<file path="config.mk">
export PLATFORM = sky130hd
export DESIGN_NAME = mem_stage
export DESIGN_NICKNAME = d
export VERILOG_FILES = /design/src/rtl/mem_stage.sv
export SDC_FILE = /design/constraint.sdc
export NUM_CORES = 1
export LEC_CHECK = 0
export BUFFER_PORTS_ARGS = -buffer_cell sky130_fd_sc_hd__buf_2
export CORE_AREA = 2 2 117 62
export CTS_CLUSTER_SIZE = 14
export DETAILED_ROUTE_END_ITERATION = 8
export DIE_AREA = 0 0 119 64
export MAX_ROUTING_LAYER = met4
export PLACE_DENSITY = 0.84
export SYNTH_ARGS = -nofsm -noshare
export SYNTH_HDL_FRONTEND = slang
export SYNTH_SLANG_ARGS = --single-unit
</file>
<file path="constraint.sdc">
create_clock -name clk -period 3.9 [get_ports clk]
set_clock_uncertainty 0.15 [all_clocks]
set_input_delay 0.78 -clock clk [delete_from_list [all_inputs] [get_ports clk]]
set_output_delay 0.78 -clock clk [all_outputs]
set_load 0.01 [all_outputs]
</file>
<file path="src/rtl/mem_stage.sv">
// MEM stage of the 16-bit core: EX/MEM and MEM/WB pipeline registers, the SZCV flag
// register, and a req/ack data-memory access FSM with a timeout abort.
module mem_stage #(
  parameter int unsigned TIMEOUT = 255
) (
  input  logic        clk,
  input  logic        reset,
  input  logic        valid_ex,
  input  logic [15:0] ALUres_ex,
  input  logic [15:0] rd1_ex2,
  input  logic        S_ex,
  input  logic        Z_ex,
  input  logic        C_ex,
  input  logic        V_ex,
  input  logic        flagwrite_ex,
  input  logic        memread_ex,
  input  logic        memwrite_ex,
  input  logic        regwrite_ex,
  input  logic [2:0]  wreg_ex,
  input  logic        dmem_ack,
  input  logic [15:0] dmem_rdat,
  output logic        dmem_req,
  output logic        dmem_we,
  output logic [15:0] dmem_addr,
  output logic [15:0] dmem_wdat,
  output logic        stall_mem,
  output logic [15:0] regwrite_dat_mem,
  output logic        regwrite_mem,
  output logic [2:0]  wreg_mem,
  output logic        wb_we,
  output logic [2:0]  wb_reg,
  output logic [15:0] wb_dat,
  output logic [3:0]  flags,
  output logic        bus_err
);

  typedef enum logic {IDLE, ACCESS} state_e;

  localparam logic [15:0] CNT_LAST = 16'(TIMEOUT - 1);

  state_e      state_q;
  logic        valid_mem_q;
  logic [15:0] alures_mem_q;
  logic [15:0] rd1_mem_q;
  logic        memread_mem_q;
  logic        memwrite_mem_q;
  logic        regwrite_mem_q;
  logic [2:0]  wreg_mem_q;
  logic [3:0]  flags_q;
  logic        bus_err_q;
  logic [15:0] cnt_q;
  logic [15:0] cnt_d;
  logic        aborted_q;
  logic        wb_we_q;
  logic [2:0]  wb_reg_q;
  logic [15:0] wb_dat_q;

  logic        in_access;
  logic        mem_op_ex;
  logic        abort_now;

  assign in_access = (state_q == ACCESS);
  assign mem_op_ex = valid_ex && (memread_ex || memwrite_ex);
  assign cnt_d     = cnt_q + 16'd1;

  // An ack on the limit cycle wins: abort only fires when the ack is absent.
  assign abort_now = in_access && !dmem_ack && (cnt_q == CNT_LAST);
  assign stall_mem = in_access && !dmem_ack;

  // NOTE: every register here is a plain flop (no memory array), so all of them take
  // the reset value; sequential state is assigned with <= only to avoid update races.
  always_ff @(posedge clk) begin
    if (reset) begin
      state_q        <= IDLE;
      valid_mem_q    <= 1'b0;
      alures_mem_q   <= '0;
      rd1_mem_q      <= '0;
      memread_mem_q  <= 1'b0;
      memwrite_mem_q <= 1'b0;
      regwrite_mem_q <= 1'b0;
      wreg_mem_q     <= '0;
      flags_q        <= '0;
      bus_err_q      <= 1'b0;
      cnt_q          <= '0;
      aborted_q      <= 1'b0;
      wb_we_q        <= 1'b0;
      wb_reg_q       <= '0;
      wb_dat_q       <= '0;
    end else if (!stall_mem) begin
      valid_mem_q    <= valid_ex;
      alures_mem_q   <= ALUres_ex;
      rd1_mem_q      <= rd1_ex2;
      memread_mem_q  <= memread_ex  && valid_ex;
      memwrite_mem_q <= memwrite_ex && valid_ex;
      regwrite_mem_q <= regwrite_ex && valid_ex;
      wreg_mem_q     <= wreg_ex;
      if (valid_ex && flagwrite_ex) begin
        flags_q <= {S_ex, Z_ex, C_ex, V_ex};
      end
      wb_we_q   <= regwrite_mem_q && valid_mem_q && !aborted_q;
      wb_reg_q  <= wreg_mem_q;
      wb_dat_q  <= memread_mem_q ? dmem_rdat : alures_mem_q;
      aborted_q <= 1'b0;
      cnt_q     <= '0;
      state_q   <= mem_op_ex ? ACCESS : IDLE;
    end else begin
      // Stalled in ACCESS: hold EX/MEM and flags, push a bubble into writeback.
      wb_we_q <= 1'b0;
      if (abort_now) begin
        state_q   <= IDLE;
        bus_err_q <= 1'b1;
        aborted_q <= 1'b1;
        cnt_q     <= '0;
      end else begin
        cnt_q <= cnt_d;
      end
    end
  end

  assign dmem_req  = in_access && !reset;
  assign dmem_we   = dmem_req && memwrite_mem_q;
  assign dmem_addr = alures_mem_q;
  assign dmem_wdat = rd1_mem_q;

  // Load data is never forwarded; the hazard unit covers load-use.
  assign regwrite_dat_mem = alures_mem_q;
  assign regwrite_mem     = regwrite_mem_q && valid_mem_q && !memread_mem_q;
  assign wreg_mem         = wreg_mem_q;

  assign wb_we   = wb_we_q;
  assign wb_reg  = wb_reg_q;
  assign wb_dat  = wb_dat_q;
  assign flags   = flags_q;
  assign bus_err = bus_err_q;

endmodule

</file>
==> metrics.md <==
| Metric | Value |
|---|---|
| Die Y-Extent | `64 um` |
| EDFF count, synth | `0` |
| Syn nets | `447` |
| M3 GR Usage | `6.250%` |
| CTS tree | `yes` |
| Max FO, Critical Path | `20` |
| Sink Count | `82` |
| Ys Warns | `0` |
| Startpoint Class | `input port` |
| Setup-failing EPs final | `0` |
| Worst-Margin Slew | `0.4709 ns` |
| Slew Limit Headroom | `68.61%` |
| Vias | `2899` |
| CP required | `2.97 ns` |
| Ranking of synthesized cells by area | `dfxtp_1 50%, nand2_1 9.9%, a21oi_1 6.6%` |
| LEAKAGE | `1.975 nW` |
| Asr flop ratio synth | `0%` |
| Top cell type's share of synthesized area | `49.57%` |
| Core area | `0.006543 mm2` |
| Rows | `21` |
| Avg WL per Cell | `12.60 um` |
| GRT Max-Usage Layer | `met2` |
| Maximum root-to-sink buffer count | `2` |
| Final Max Slew Viols | `0` |
| Num ports | `143` |
| Peak VDD IR | `0.2505 mV` |
| Met2 Usage GRT | `34.34%` |
| Post-synth cell types | `35` |
| Dominant synthesized flop cell | `dfxtp_1` |
| Outcome | `complete, no violations` |
| Layout cells sized above 1 | `33.66%` |
| Initial Util | `50.62%` |
| Diode count | `0` |
| # Max-Cap Violations | `0` |
| Placed cells | `581` |
| Initial antenna violation count | `0` |
| Iteration-0 DRC count of the detailed router | `147` |
| GR Util met1 | `23.90%` |
| WL final | `7525 um` |
| Fmax | `412.7 MHz` |
| Largest net degree at the start of global routing | `49` |
| Setup crit end kind | `primary output` |
| Layout overhead on the synthesized area | `28.52%` |
| Gpl congestion | `0.8133` |
| Die X | `119 um` |
| Grt ovf | `0` |
| # fillers | `519` |
| Inserted Clock Buffers | `9` |
| Hold Fails Final Rpt | `0` |
| Hold WC Path Type | `reg -> reg` |
| Post-CTS Hold Buffers | `0` |
| Post-CTS Setup Inserts | `0` |
| Register bit total from synthesis | `82` |
| Setup Crit Path Kind | `in -> out` |
| Post-synthesis cell count | `382` |
| Final nets | `565` |
| H-tree depth | `3` |
| Post-DP HPWL | `5389 um` |
| Final period util | `62.14%` |
| Power per cell area | `467.6 mW/mm2` |
| Avg Vias per Cell | `4.856` |
| Crit path DAT | `1.49 ns` |
| First-pass GRT wire length | `12140 um` |
| Syn Std Cell Area | `0.003312 mm2` |
| Layout Cells excl Fill | `597` |
| Mapped Avg Cell Area | `8.670 um2` |
| PortBufs | `142` |
| DRC viols | `0` |
| Post-layout min period | `2.423 ns` |
| GRT Total Usage | `20.97%` |
| Root buffer cell | `clkbuf_16` |
| Setup TNS | `0 ns` |
| Die area | `0.007616 mm2` |
| Clock Latency Late Sink | `0.33 ns` |
| Clock transition at path regs | `0.06 ns` |
| Post-CTS resize count | `0` |
| TritonRoute pass-1 iters | `4` |
| RSZ-0062 raised after global routing | `false` |
| Synth area leader | `dfxtp_1` |
| Vias in the first global route | `2524` |
| Final ANT Viol Nets | `0` |
| Sequential fraction of the synthesis area | `49.57%` |
metrics by stage:
stage	hold slack [ns]	power (mW)	instance area (um2)	setup WS, ns	utilization [%]
3_5_place_dp	0.2861	1.128	3943	1.485	60.26
5_1_grt	0.3135	2.081	4257	1.438	65.06
2_1_floorplan	0.2482	1.044	3312	1.612	-
6_report	0.2958	1.990	4257	1.477	65.06
3_3_place_gp	0.2786	1.122	3943	1.491	60.26
4_1_cts	0.2976	2.016	4257	1.488	65.06
area by class of cell:
class                   count  area [um2]  share of cell area (%)
well taps                  92       115.1                   2.704
flip-flops and latches     82        1642                   38.57
clock buffers              14       254.0                   5.967
multi-input cells         257        1426                   33.51
clock inverters             2       60.06                   1.411
repair buffers            147       748.2                   17.58
inverters                   3       11.26                  0.2646
cell families after synthesis:
logic type	count (synthesis)	share of synthesized area, %
flops	82	49.57
fa+ha+maj	2	0.7555
mux	20	6.045
simple gates	159	21.76
compound gates	62	10.73
xor+xnor	14	3.702
buf+inv	43	7.442
synth_stat cells (2+ instances only):
library cell and number:
xnor2_1 9, dfxtp_1 82, nand3_1 8, buf_2 10, nand2_1 87, and4_1 3
xor2_1 5, nor3_1 4, ha_1 2, a21oi_1 44, inv_1 2, buf_1 2
buf_4 17, nor4_2 3, nor2_2 2, nand4_1 3, a211oi_1 16, clkbuf_1 9
nor2_1 39, mux2i_1 20
final timing paths:
path	startpoint	to	slack, ns	cells past startpoint
worst max-delay path	reset	dmem_we	1.48	4
worst min-delay path	aborted_q$_SDFFE_PP0P_	wb_we$_SDFF_PP0_	0.30	1
worst max register to register	cnt_q[1]$_SDFF_PP0_	cnt_q[4]$_SDFF_PP0_	2.02	5
worst min register to register	aborted_q$_SDFFE_PP0P_	wb_we$_SDFF_PP0_	0.30	1
worst max-delay path: stages:
cell	delay (ns)
buf_2	0.31
nor2b_1	0.10
and2_1	0.17
buf_2	0.13
placed cells by master, fill, tap and decap left out, types with 5 or more instances in the layout:
cell type,Yosys,final
nand3_1,8,8
clkbuf_16,0,9
xor2_1,5,5
dfxtp_1,82,82
a211oi_1,16,16
a21oi_1,44,44
mux2i_1,20,20
buf_2,10,142
buf_4,17,5
nand2_1,87,87
nor2_1,39,39
xnor2_1,9,9
where the power goes:
part           internal [mW]  switching, mW  total, mW  leakage, nW
clock                  0.579          0.304      0.882        0.151
combinational         0.0902          0.111      0.202         1.15
sequential             0.881         0.0255      0.906        0.675
total                   1.55          0.440       1.99         1.98
routing by layer:
layer	share of wire, %	vias to the layer above
met5	0	-
met2	51	66
li1	-	1494
met1	42	1321
met3	4.2	18
met4	2.5	0
Note: power is estimated with default switching activity, not from simulation.
